[src/rtl/tcm_data_arb.sv]
// Two-requester arbiter for the TCM data port: round-robin between the core LSU (port 0)
// and the loader/DMA (port 1), with a port-1 burst lock bounded by a starvation limit.
module tcm_data_arb #(
  parameter int unsigned MEM_ADDR_WIDTH = 8,
  parameter int unsigned STARVE_LIMIT   = 8
) (
  input  logic                        i_clk,
  input  logic                        i_reset,
  input  logic                        i_p0_req,
  input  logic [(MEM_ADDR_WIDTH+1):2] i_p0_addr,
  input  logic                        i_p0_write,
  input  logic [3:0]                  i_p0_mask,
  input  logic [31:0]                 i_p0_data,
  output logic                        o_p0_gnt,
  output logic                        o_p0_rvalid,
  output logic [31:0]                 o_p0_data,
  input  logic                        i_p1_req,
  input  logic [(MEM_ADDR_WIDTH+1):2] i_p1_addr,
  input  logic                        i_p1_write,
  input  logic [3:0]                  i_p1_mask,
  input  logic [31:0]                 i_p1_data,
  output logic                        o_p1_gnt,
  output logic                        o_p1_rvalid,
  output logic [31:0]                 o_p1_data,
  input  logic                        i_p1_lock,
  output logic                        o_tcm_sel,
  output logic [(MEM_ADDR_WIDTH+1):2] o_tcm_addr,
  output logic                        o_tcm_write,
  output logic [3:0]                  o_tcm_mask,
  output logic [31:0]                 o_tcm_data,
  input  logic [31:0]                 i_tcm_data
);

  localparam int unsigned SW = 8;

  typedef enum logic {FREE = 1'b0, LOCKED = 1'b1} lock_state_t;

  lock_state_t   r_state;
  logic          r_last;
  logic [SW-1:0] r_starve;
  logic          r_rd_pend;
  logic          r_rd_port;

  logic p0_gnt;
  logic p1_gnt;
  logic starve_hit;
  logic lock_exit;

  // Same-cycle grant: locked port 1 wins outright, otherwise round-robin on contention.
  always_comb begin
    p0_gnt = 1'b0;
    p1_gnt = 1'b0;
    if (!i_reset) begin
      if (r_state == LOCKED) begin
        p1_gnt = i_p1_req;
      end else if (i_p0_req && i_p1_req) begin
        p0_gnt = r_last;
        p1_gnt = ~r_last;
      end else begin
        p0_gnt = i_p0_req;
        p1_gnt = i_p1_req;
      end
    end
  end

  // The grant that brings the count up to the limit is the last one the lock may take.
  assign starve_hit = (r_state == LOCKED) && p1_gnt && i_p0_req &&
                      ((9'({1'b0, r_starve}) + 9'd1) == 9'(STARVE_LIMIT));
  assign lock_exit  = !i_p1_lock || !i_p1_req || starve_hit;

  always_ff @(posedge i_clk) begin
    if (i_reset) begin
      r_state   <= FREE;
      r_last    <= 1'b1;
      r_starve  <= '0;
      r_rd_pend <= 1'b0;
      r_rd_port <= 1'b0;
    end else begin
      r_rd_pend <= (p0_gnt && !i_p0_write) || (p1_gnt && !i_p1_write);
      r_rd_port <= p1_gnt;

      if (p0_gnt) begin
        r_last <= 1'b0;
      end else if (p1_gnt) begin
        r_last <= 1'b1;
      end

      case (r_state)
        FREE: begin
          if (p1_gnt && i_p1_lock) begin
            r_state  <= LOCKED;
            r_starve <= '0;
          end else if (p0_gnt) begin
            r_starve <= '0;
          end
        end
        LOCKED: begin
          if (lock_exit) begin
            r_state  <= FREE;
            r_starve <= '0;
            if (starve_hit) begin
              r_last <= 1'b1;
            end
          end else if (p1_gnt && i_p0_req) begin
            r_starve <= r_starve + SW'(1);
          end
        end
        default: r_state <= FREE;
      endcase
    end
  end

  assign o_p0_gnt  = p0_gnt;
  assign o_p1_gnt  = p1_gnt;
  assign o_tcm_sel = p0_gnt | p1_gnt;

  // Forward the granted port's access to the TCM; idle bus is driven to zero.
  always_comb begin
    o_tcm_addr  = '0;
    o_tcm_write = 1'b0;
    o_tcm_mask  = 4'd0;
    o_tcm_data  = 32'd0;
    if (p0_gnt) begin
      o_tcm_addr  = i_p0_addr;
      o_tcm_write = i_p0_write;
      o_tcm_mask  = i_p0_mask;
      o_tcm_data  = i_p0_data;
    end else if (p1_gnt) begin
      o_tcm_addr  = i_p1_addr;
      o_tcm_write = i_p1_write;
      o_tcm_mask  = i_p1_mask;
      o_tcm_data  = i_p1_data;
    end
  end

  // Read return is masked during reset so a read in flight is dropped silently.
  assign o_p0_rvalid = r_rd_pend && !r_rd_port && !i_reset;
  assign o_p1_rvalid = r_rd_pend &&  r_rd_port && !i_reset;
  assign o_p0_data   = o_p0_rvalid ? i_tcm_data : 32'd0;
  assign o_p1_data   = o_p1_rvalid ? i_tcm_data : 32'd0;

endmodule

[config.mk]
export PLATFORM = sky130hd
export DESIGN_NAME = tcm_data_arb
export DESIGN_NICKNAME = d
export VERILOG_FILES = /design/src/rtl/tcm_data_arb.sv
export SDC_FILE = /design/constraint.sdc
export NUM_CORES = 1
export LEC_CHECK = 0
export BUFFER_PORTS_ARGS = -buffer_cell sky130_fd_sc_hd__buf_4
export CAP_MARGIN = 40
export CELL_PAD_IN_SITES_DETAIL_PLACEMENT = 1
export CELL_PAD_IN_SITES_GLOBAL_PLACEMENT = 1
export CORE_MARGIN = 5
export CORE_UTILIZATION = 18
export DETAILED_ROUTE_END_ITERATION = 8
export PLACE_DENSITY = 0.91
export SYNTH_ARGS = -nofsm -noshare
export SYNTH_HDL_FRONTEND = slang
export SYNTH_SLANG_ARGS = --single-unit
[constraint.sdc]
create_clock -name i_clk -period 4.1 [get_ports i_clk]
set_input_delay 0 -clock i_clk [delete_from_list [all_inputs] [get_ports i_clk]]
set_output_delay 0 -clock i_clk [all_outputs]
set_load 0.01 [all_outputs]
==> run_results.csv, run 1 <==
group,metric,value,unit
sta,finalClockSkew,0.00655,ns
synthesis,synthMuxAreaShare,0.00629,
sta,rsz0062_at_grt,"no",
floorplan,rows,34,
floorplan,die-area,10800,sq um
setup_path,criticalPathCategory,"reg2reg",
floorplan,io_pins,241,
synthesis,ys.warnings.count,0,
finish,layout-drive-gt1-share,0.566,
setup_path,critPathCaptureType,"flip-flop",
sta,period_share,0.470,
finish,num-nets-final,582,
global_route,antenna_found_initial,0,
synthesis,yosysTopAreaCellShare,0.260,
setup_path,cp-start-kind,"flip-flop",
finish,syn2layout_area_growth,126,%
cts,cts_resized,0,
synthesis,synth_cells,219,
setup_path,crit_family,"buffers and inverters",
synthesis,synthSimpleGateAreaFrac,0.398,
placement,place_ws,2.27,ns
setup_path,slowest_delay,0.56,ns
setup_path,crit_arrival,2.11,ns
cts,clock_latency,0.24,ns
synthesis,synth_top_cell_by_area,"and2_1",
global_route,grt-ovfl-total,0,
detailed_routing,antenna_left,0,
cts,cts.sinks,12,
synthesis,synth-adder-area-share,0.0157,
synthesis,synth_cell_types,38,
synthesis,synth_enable_flop_cells,0,
finish,diodes,0,
floorplan,die_y,104,um
setup_path,crit_buf_inv,3,
synthesis,syn_area,1590,sq um
sta,timing.final.ws_setup,2.17,ns
global_route,busiest_layer,"met2",
detailed_routing,drtIter0Drc,72,
run,maxCapViolCount,0,
synthesis,synth_compound_area_frac,0.356,
detailed_routing,drcViolationCount,0,
floorplan,fp.dieW,104,um
synthesis,seq_area_frac_synth,0.151,
global_route,grt_pass1_wl,15.4,mm
global_route,grt_use_met3,0.0633,
global_route,grt_use_met1,0.176,
placement,finalWeightedCongestion,0.799,
synthesis,synth_ff_type,"dfxtp_1",
cts,clk_pin_slew,0.06,ns
power_and_ir_drop,totalPowerFinal,0.000542,W
min_path,min_path_type,"in2reg",
sta,slew_viol_final,0,
floorplan,start_util,0.183,
power_and_ir_drop,powerDensity,151,nW/um^2
sta,setup_viol,0,
detailed_routing,num_vias,2622,
setup_path,crit_chain,"nor3_2 > buf_4 > inv_1 > o22ai_1 > dlygate4sd3_1",
synthesis,syn_avg_cell_area,7.26,sq um
global_route,grt_max_degree,49,
synthesis,ys_async_sr_fraction,0,
sta,finalHoldViolCount,0,
detailed_routing,drt_first_pass_iters,3,
global_route,grt_pass1_vias,2843,
detailed_routing,viasPerCell,4.68,
cts,cts_tree,"yes",
synthesis,ys_ff_latch,12,
synthesis,synth-xor-area-share,0.0110,
detailed_routing,wl,10.0,mm
synthesis,synthTopCellsByArea,"and2_1 (26%), a22o_1 (25%), dfxtp_1 (15%)",
power_and_ir_drop,irDropWorstVdd,0.0686,mV
setup_path,worstPathRequired,4.28,ns
setup_path,worst-path-max-fanout,48,
detailed_routing,wl_per_cell,17.9,um
placement,io_buffers,240,
placement,hpwlAfterDp,8.69,mm
global_route,grt_usage,0.172,
synthesis,synthesis.nets,348,
cts,numCtsBuffers,3,
run_status,outcome,"completed",
sta,fin_crit,1.93,ns
sta,slew_headroom,0.528,
cts,cts-htree-levels,1,
global_route,grt_util_met2,0.322,
synthesis,synth_top_family_by_area,"simple AND/OR/NAND/NOR gates",
cts,cts-root-buf,"clkbuf_8",
cts,clk_path_buf_depth,2,
power_and_ir_drop,p_leak,1.93,nW
setup_path,slowest_stage,"dlygate4sd3_1",
sta,worstMarginPinSlew,0.702,ns
floorplan,core,8680,sq um
sta,timing.fmax,519,MHz
sta,fin_tns_setup,0,ns
-- worst paths after layout --
path / from / endpoint / slack, ns / depth (start not counted)
worst min-delay path: i_reset / r_starve[5] / 0.02 / 2
worst max register to register: r_state / r_rd_pend / 2.17 / 5
worst max-delay path: r_state / r_rd_pend / 2.17 / 5
worst min register to register: r_starve[7] / r_starve[7] / 0.51 / 2
-- state kept, by name, indices dropped and copies added, names as in the netlist --
register,cells
r_last,1
r_rd_pend,1
r_rd_port,1
r_starve,8
r_state,1
-- synth_stat cells (all sizes together) (2+ instances only) --
library cell,n
and3,2
o21ai,8
ha,2
o31ai,2
nor3,4
and2,66
clkbuf,15
o41ai,2
dfxtp,12
nand3,5
nor2,3
a22o,45
buf,3
or2,2
nand2,10
nor2b,3
o22ai,2
or4,4
a21oi,8
inv,8
-- layout by cell type (no fill, tap or decap), drive strengths merged, types with 4 or more instances in the layout --
cell type | synthesis | routed
o21ai | 8 | 8
dfxtp | 12 | 12
inv | 8 | 8
and2 | 66 | 66
nor3 | 4 | 4
buf | 3 | 245
or4 | 4 | 4
clkbuf | 15 | 4
nand3 | 5 | 5
a21oi | 8 | 8
a22o | 45 | 45
nand2 | 10 | 10
-- layout make-up --
type	count	area, sq um
fill	1087	5090
timing repair buffer	247	1870
multi-input combinational	181	1260
sequential	12	240
tap	108	135
clock buffer	4	55.1
inverter	8	30.0
-- layer usage --
layer | vias up | part of all wire
met5 | - | 0
met4 | 0 | 0.031
met3 | 14 | 0.11
met2 | 168 | 0.52
met1 | 1184 | 0.35
li1 | 1256 | -
-- logic make-up after synthesis --
group,after synthesis
flops,12
simple gates,106
xor+xnor,2
compound gates,70
buf+inv,26
fa+ha+maj,2
mux,1
-- metrics by stage --
step / hold WS, ns / area, sq um / std cells / util
3_3_place_gp: 0.196 / 3500 / 553 / 0.403
2_1_floorplan: 0.0943 / 1590 / 219 / -
5_1_grt: 0.0275 / 3590 / 560 / 0.413
4_1_cts: 0.0147 / 3570 / 559 / 0.412
3_5_place_dp: 0.206 / 3500 / 553 / 0.403
6_report: 0.0242 / 3590 / 560 / 0.413
-- report_power, final --
group / switching (W) / leakage (nW) / internal [W] / total (W)
combinational: 0.000120 / 1.80 / 0.000169 / 0.000288
sequential: 0.00000248 / 0.0975 / 0.000119 / 0.000122
clock: 0.0000471 / 0.0288 / 0.0000849 / 0.000132
-- what timing repair did --
item | CTS | global route
hold endpoints to repair | 1 | 0
setup buffers | 0 | 0
hold buffers | 2 | 0
Power figures use the tool's default switching activity.
==> inputs of run 2 (changes only) <==
--- a/config.mk
+++ b/config.mk
@@ -10,9 +10,9 @@
 export CELL_PAD_IN_SITES_DETAIL_PLACEMENT = 1
 export CELL_PAD_IN_SITES_GLOBAL_PLACEMENT = 1
 export CORE_MARGIN = 5
-export CORE_UTILIZATION = 18
+export CORE_UTILIZATION = 15
 export DETAILED_ROUTE_END_ITERATION = 8
-export PLACE_DENSITY = 0.91
+export PLACE_DENSITY = 0.82
 export SYNTH_ARGS = -nofsm -noshare
 export SYNTH_HDL_FRONTEND = slang
 export SYNTH_SLANG_ARGS = --single-unit
==> constraint.sdc (replaced) <==
create_clock -name i_clk -period 1.7 [get_ports i_clk]
set_input_delay 0 -clock i_clk [delete_from_list [all_inputs] [get_ports i_clk]]
set_output_delay 0 -clock i_clk [all_outputs]
set_load 0.01 [all_outputs]
==> run_results.csv, run 2 (same netlist as run 1, synthesis figures left out) <==
group,metric,value,unit
setup_path,slowest_stage,"dfxtp_1",
power_and_ir_drop,totalPowerFinal,0.00127,W
setup_path,worst-path-max-fanout,6,
setup_path,worstPathRequired,1.85,ns
min_path,min_path_type,"in2reg",
cts,numCtsBuffers,3,
global_route,grt_pass1_vias,2867,
sta,timing.fmax,594,MHz
finish,final_common_cell,"buf_4",
run_status,outcome,"completed",
global_route,grt_usage,0.138,
cts,cts-htree-levels,1,
finish,n_fill_cell,1274,
placement,hpwlAfterDp,8.25,mm
global_route,grt_max_degree,49,
cts,clock_latency,0.25,ns
finish,largest_reg_flops,8,
setup_path,criticalPathCategory,"reg2reg",
finish,diodes,0,
floorplan,fp.dieW,113,um
global_route,grt_pass1_wl,14.5,mm
power_and_ir_drop,irDropWorstVdd,0.197,mV
cts,clk_path_buf_depth,2,
detailed_routing,wl,9.82,mm
floorplan,start_util,0.154,
detailed_routing,drtIter0Drc,140,
cts,cts-root-buf,"clkbuf_8",
detailed_routing,viasPerCell,4.48,
finish,most-common-layout-cells,"buf_4 (253), and2_1 (65), a22o_1 (44), nand2_1 (10)",
finish,num-nets-final,592,
finish,layout-drive-gt1-share,0.605,
setup_path,crit_chain,"and4_1 > nand2_1 > mux2i_2 > o41ai_4 > buf_4 > o41ai_2",
global_route,grt-ovfl-total,0,
setup_path,slowest_delay,0.39,ns
sta,finalHoldViolCount,0,
sta,slew_viol_final,0,
floorplan,rows,37,
power_and_ir_drop,p_leak,1.99,nW
detailed_routing,wl_per_cell,16.4,um
run,maxCapViolCount,0,
setup_path,cp-start-kind,"flip-flop",
placement,placed_cells,592,
detailed_routing,drt_first_pass_iters,4,
cts,cts.sinks,12,
finish,utilization,0.367,
detailed_routing,antenna_left,0,
placement,io_buffers,240,
detailed_routing,num_vias,2673,
power_and_ir_drop,powerDensity,335,nW/um^2
placement,finalWeightedCongestion,0.824,
finish,registers.top_by_ff_count,"r_starve",
finish,final_cells,597,
setup_path,crit_family,"flip-flops",
detailed_routing,drcViolationCount,0,
sta,worstMarginPinSlew,0.250,ns
floorplan,io_pins,241,
placement,place_area,3640,sq um
sta,rsz0062_at_grt,"yes",
setup_path,crit_buf_inv,1,
finish,syn2layout_area_growth,138,%
global_route,antenna_found_initial,0,
cts,cts_tree,"yes",
finish,regArea,250,sq um
finish,design_area,3790,sq um
floorplan,core,10300,sq um
floorplan,die_y,113,um
sta,fin_crit,1.68,ns
floorplan,die-area,12800,sq um
sta,period_share,0.990,
finish,multi_input_area,1340,sq um
setup_path,crit_arrival,1.83,ns
cts,clk_pin_slew,0.05,ns
setup_path,critPathCaptureType,"flip-flop",
sta,setup_viol,0,
sta,slew_headroom,0.830,
sta,finalClockSkew,0.00466,ns
-- run 2: changes by cell type in the layout (fill, tap and decap cells not counted), moves of 2 or more --
cell | before | now
buf_12 | 0 | 2
buf_4 | 244 | 253
dfxtp_1 | 12 | 8
dfxtp_2 | 0 | 2
dfxtp_4 | 0 | 2
ha_1 | 2 | 0
ha_4 | 0 | 2
-- run 2: routing by layer --
layer  global-route usage  vias up  share of wire
li1                     -     1271              -
met3               0.0385       12           0.10
met2                0.259      174           0.51
met4               0.0296        0          0.013
met1                0.153     1216           0.37
met5                    0        -              0
-- run 2: final cells by class --
| class | count | share of cell area |
|---|---|---|
| timing repair buffer | 257 | 0.517 |
| sequential | 12 | 0.0661 |
| clock buffer | 3 | 0.0109 |
| inverter | 8 | 0.00793 |
| tap | 136 | 0.0449 |
| multi-input combinational | 181 | 0.353 |
-- run 2: what timing repair did --
action,CTS,global route
setup endpoints to repair,6,52
endpoints found under the hold margin,1,0
hold buffers,2,0
gates resized for setup,8,11
pin swaps,0,1
buffers inserted,0,1
-- run 2: worst register-to-register path, stage by stage, from the launching register on --
cell     delay, ns
dfxtp_1       0.39
and4_1        0.27
nand2_1       0.12
mux2i_2       0.28
o41ai_4       0.08
buf_4         0.18
o41ai_2       0.27
-- run 2: path summary, 6_finish.rpt --
| path | startpoint | slack [ns] | to | cells after the start |
|---|---|---|---|---|
| worst min-delay path | i_p1_lock | 0.05 | r_state | 3 |
| worst min register to register | r_last | 0.50 | r_last | 2 |
| worst max register to register | r_starve[3] | 0.02 | r_starve[2] | 6 |
| worst max-delay path | r_starve[3] | 0.02 | r_starve[2] | 6 |
-- run 2: report_power, final --
part / internal, W / switching [W] / total [W]
combinational: 0.000423 / 0.000289 / 0.000711
sequential: 0.000286 / 0.00000520 / 0.000291
clock: 0.000156 / 0.000109 / 0.000265
-- run 2: metrics by stage --
step / TNS (ns) / setup WS [ns] / hold WS [ns]
floorplan: 0 / 0.0640 / 0.0943
global placement: 0 / 0.00993 / 0.192
detailed placement: -0.293 / -0.144 / 0.207
CTS: 0 / 0.0197 / 0.0398
global route: -0.180 / -0.0738 / 0.0542
finish: 0 / 0.0170 / 0.0491
==> inputs of run 3 (changes only) <==
--- a/config.mk
+++ b/config.mk
@@ -13,6 +13,7 @@
 export CORE_UTILIZATION = 15
 export DETAILED_ROUTE_END_ITERATION = 8
 export PLACE_DENSITY = 0.82
+export REMOVE_ABC_BUFFERS = 1
 export SYNTH_ARGS = -nofsm -noshare
 export SYNTH_HDL_FRONTEND = slang
 export SYNTH_SLANG_ARGS = --single-unit
==> run_results.csv, run 3 (same netlist as run 1, synthesis figures left out) <==
group,metric,value,unit
finish,largest_reg_flops,8,
floorplan,start_util,0.154,
setup_path,crit_arrival,1.64,ns
cts,cts_tree,"yes",
run,maxCapViolCount,0,
detailed_routing,drcViolationCount,0,
detailed_routing,antenna_left,0,
sta,finalHoldViolCount,0,
finish,diodes,0,
sta,fin_crit,1.64,ns
sta,finalClockSkew,0.00306,ns
run_status,outcome,"completed",
cts,numCtsBuffers,3,
power_and_ir_drop,combPwrFrac,0.532,
power_and_ir_drop,p_seq_frac,0.217,
placement,placed_cells,591,
power_and_ir_drop,swShare,0.321,
power_and_ir_drop,power.net_switching,0.000431,W
detailed_routing,wl_per_cell,17.4,um
setup_path,criticalPathCategory,"reg2out",
sta,setup_viol,0,
power_and_ir_drop,powerDensity,353,nW/um^2
setup_path,slowest_delay,0.38,ns
setup_path,worstPathRequired,1.70,ns
floorplan,core,10300,sq um
sta,timing.final.ws_setup,0.0585,ns
sta,period_share,0.966,
min_path,min_path_type,"in2reg",
finish,most-common-layout-cells,"buf_4 (251), and2_1 (65), a22o_1 (45), nand2_1 (9)",
floorplan,fp.dieW,113,um
placement,io_buffers,240,
setup_path,worst-path-max-fanout,47,
floorplan,die-area,12800,sq um
finish,registers.top_by_ff_count,"r_starve",
floorplan,rows,37,
finish,num-nets-final,591,
finish,layout-drive-gt1-share,0.620,
global_route,grt-ovfl-total,0,
placement,place_area,3630,sq um
cts,clock_latency,0.25,ns
placement,place_ws,-0.0967,ns
power_and_ir_drop,totalPowerFinal,0.00134,W
detailed_routing,num_vias,2680,
placement,finalWeightedCongestion,0.848,
power_and_ir_drop,irDropWorstVdd,0.222,mV
placement,hpwlAfterDp,8.76,mm
finish,syn2layout_area_growth,139,%
setup_path,cp-start-kind,"flip-flop",
sta,slew_viol_final,0,
sta,timing.fmax,609,MHz
global_route,antenna_found_initial,0,
power_and_ir_drop,clockPowerShare,0.251,
cts,clk_pin_slew,0.06,ns
global_route,grt_usage,0.147,
cts,clk_path_buf_depth,2,
cts,cts.sinks,12,
setup_path,cpMostUsedCell,"buf_4",
cts,cts-htree-levels,1,
finish,final_common_cell,"buf_4",
sta,slew_headroom,0.801,
power_and_ir_drop,p_int,0.000911,W
power_and_ir_drop,p_leak,2.00,nW
finish,n_fill_cell,1276,
detailed_routing,drt_first_pass_iters,4,
sta,worstMarginPinSlew,0.298,ns
setup_path,crit_chain,"nand2_2 > o21ai_2 > buf_4 > inv_1 > buf_12 > a22o_1 > buf_4",
sta,hold_ws,0.0459,ns
global_route,grt_pass1_vias,2955,
finish,design_area,3810,sq um
global_route,grt_pass1_wl,15.4,mm
floorplan,io_pins,241,
detailed_routing,drtIter0Drc,89,
global_route,grt_max_degree,49,
finish,final_cells,597,
detailed_routing,viasPerCell,4.49,
setup_path,critPathCaptureType,"output pin",
cts,cts-root-buf,"clkbuf_8",
detailed_routing,wl,10.4,mm
floorplan,die_y,113,um
setup_path,slowest_stage,"dfxtp_4",
-- run 3: critical path: cells and delay by family, from the launching register on --
kind,cells,cell delay (ns)
flip-flops,1,0.38
buffers and inverters,4,0.54
AO/OA/AOI/OAI,2,0.35
AND/OR/NAND/NOR,1,0.08
-- run 3: power groups by stage --
stage               combinational, W  sequential, W  clock (W)
finish                      0.000715       0.000291   0.000336
global route                0.000769       0.000291   0.000350
CTS                         0.000727       0.000292   0.000342
detailed placement          0.000721       0.000300          0
global placement            0.000705       0.000299          0
floorplan                   0.000225       0.000298          0
-- run 3: per-stage QoR --
stage | util | setup TNS, ns
floorplan | - | -96.31
global placement | 0.352 | 0
detailed placement | 0.352 | -0.290
CTS | 0.362 | 0
global route | 0.369 | -0.0228
finish | 0.369 | 0
-- run 3: cell type report --
cell class,count,area (sq um),area share
Timing Repair Buffer,256,1960,0.514
Clock buffer,4,55.1,0.0145
Tap cell,136,170,0.0447
Multi-Input combinational cell,181,1340,0.351
Inverter,8,30.0,0.00789
Sequential cell,12,258,0.0677
-- run 3: path summary, 6_finish.rpt --
| check | startpoint | endpoint | slack (ns) | depth (start not counted) |
|---|---|---|---|---|
| min reg2reg | r_starve[3] | r_starve[3] | 0.53 | 2 |
| min | i_p1_lock | r_state | 0.05 | 3 |
| max | r_last | o_tcm_data[25] | 0.06 | 7 |
| max reg2reg | r_last | r_starve[2] | 0.06 | 6 |
-- run 3: repair_timing --
| item | in CTS | in global routing |
|---|---|---|
| endpoints found under the setup margin | 7 | 52 |
| setup buffers | 0 | 0 |
| gates resized for setup | 9 | 20 |
| endpoints found under the hold margin | 1 | 0 |
| pin swaps | 1 | 1 |
| hold buffers | 2 | 0 |
| gates cloned | 0 | 0 |
-- run 3: routing by layer --
metal,up-vias,global-route usage,part of all wire
li1,1272,-,-
met1,1226,0.154,0.36
met2,171,0.286,0.52
met3,11,0.0422,0.11
met4,0,0.0329,0.015
met5,-,0,0
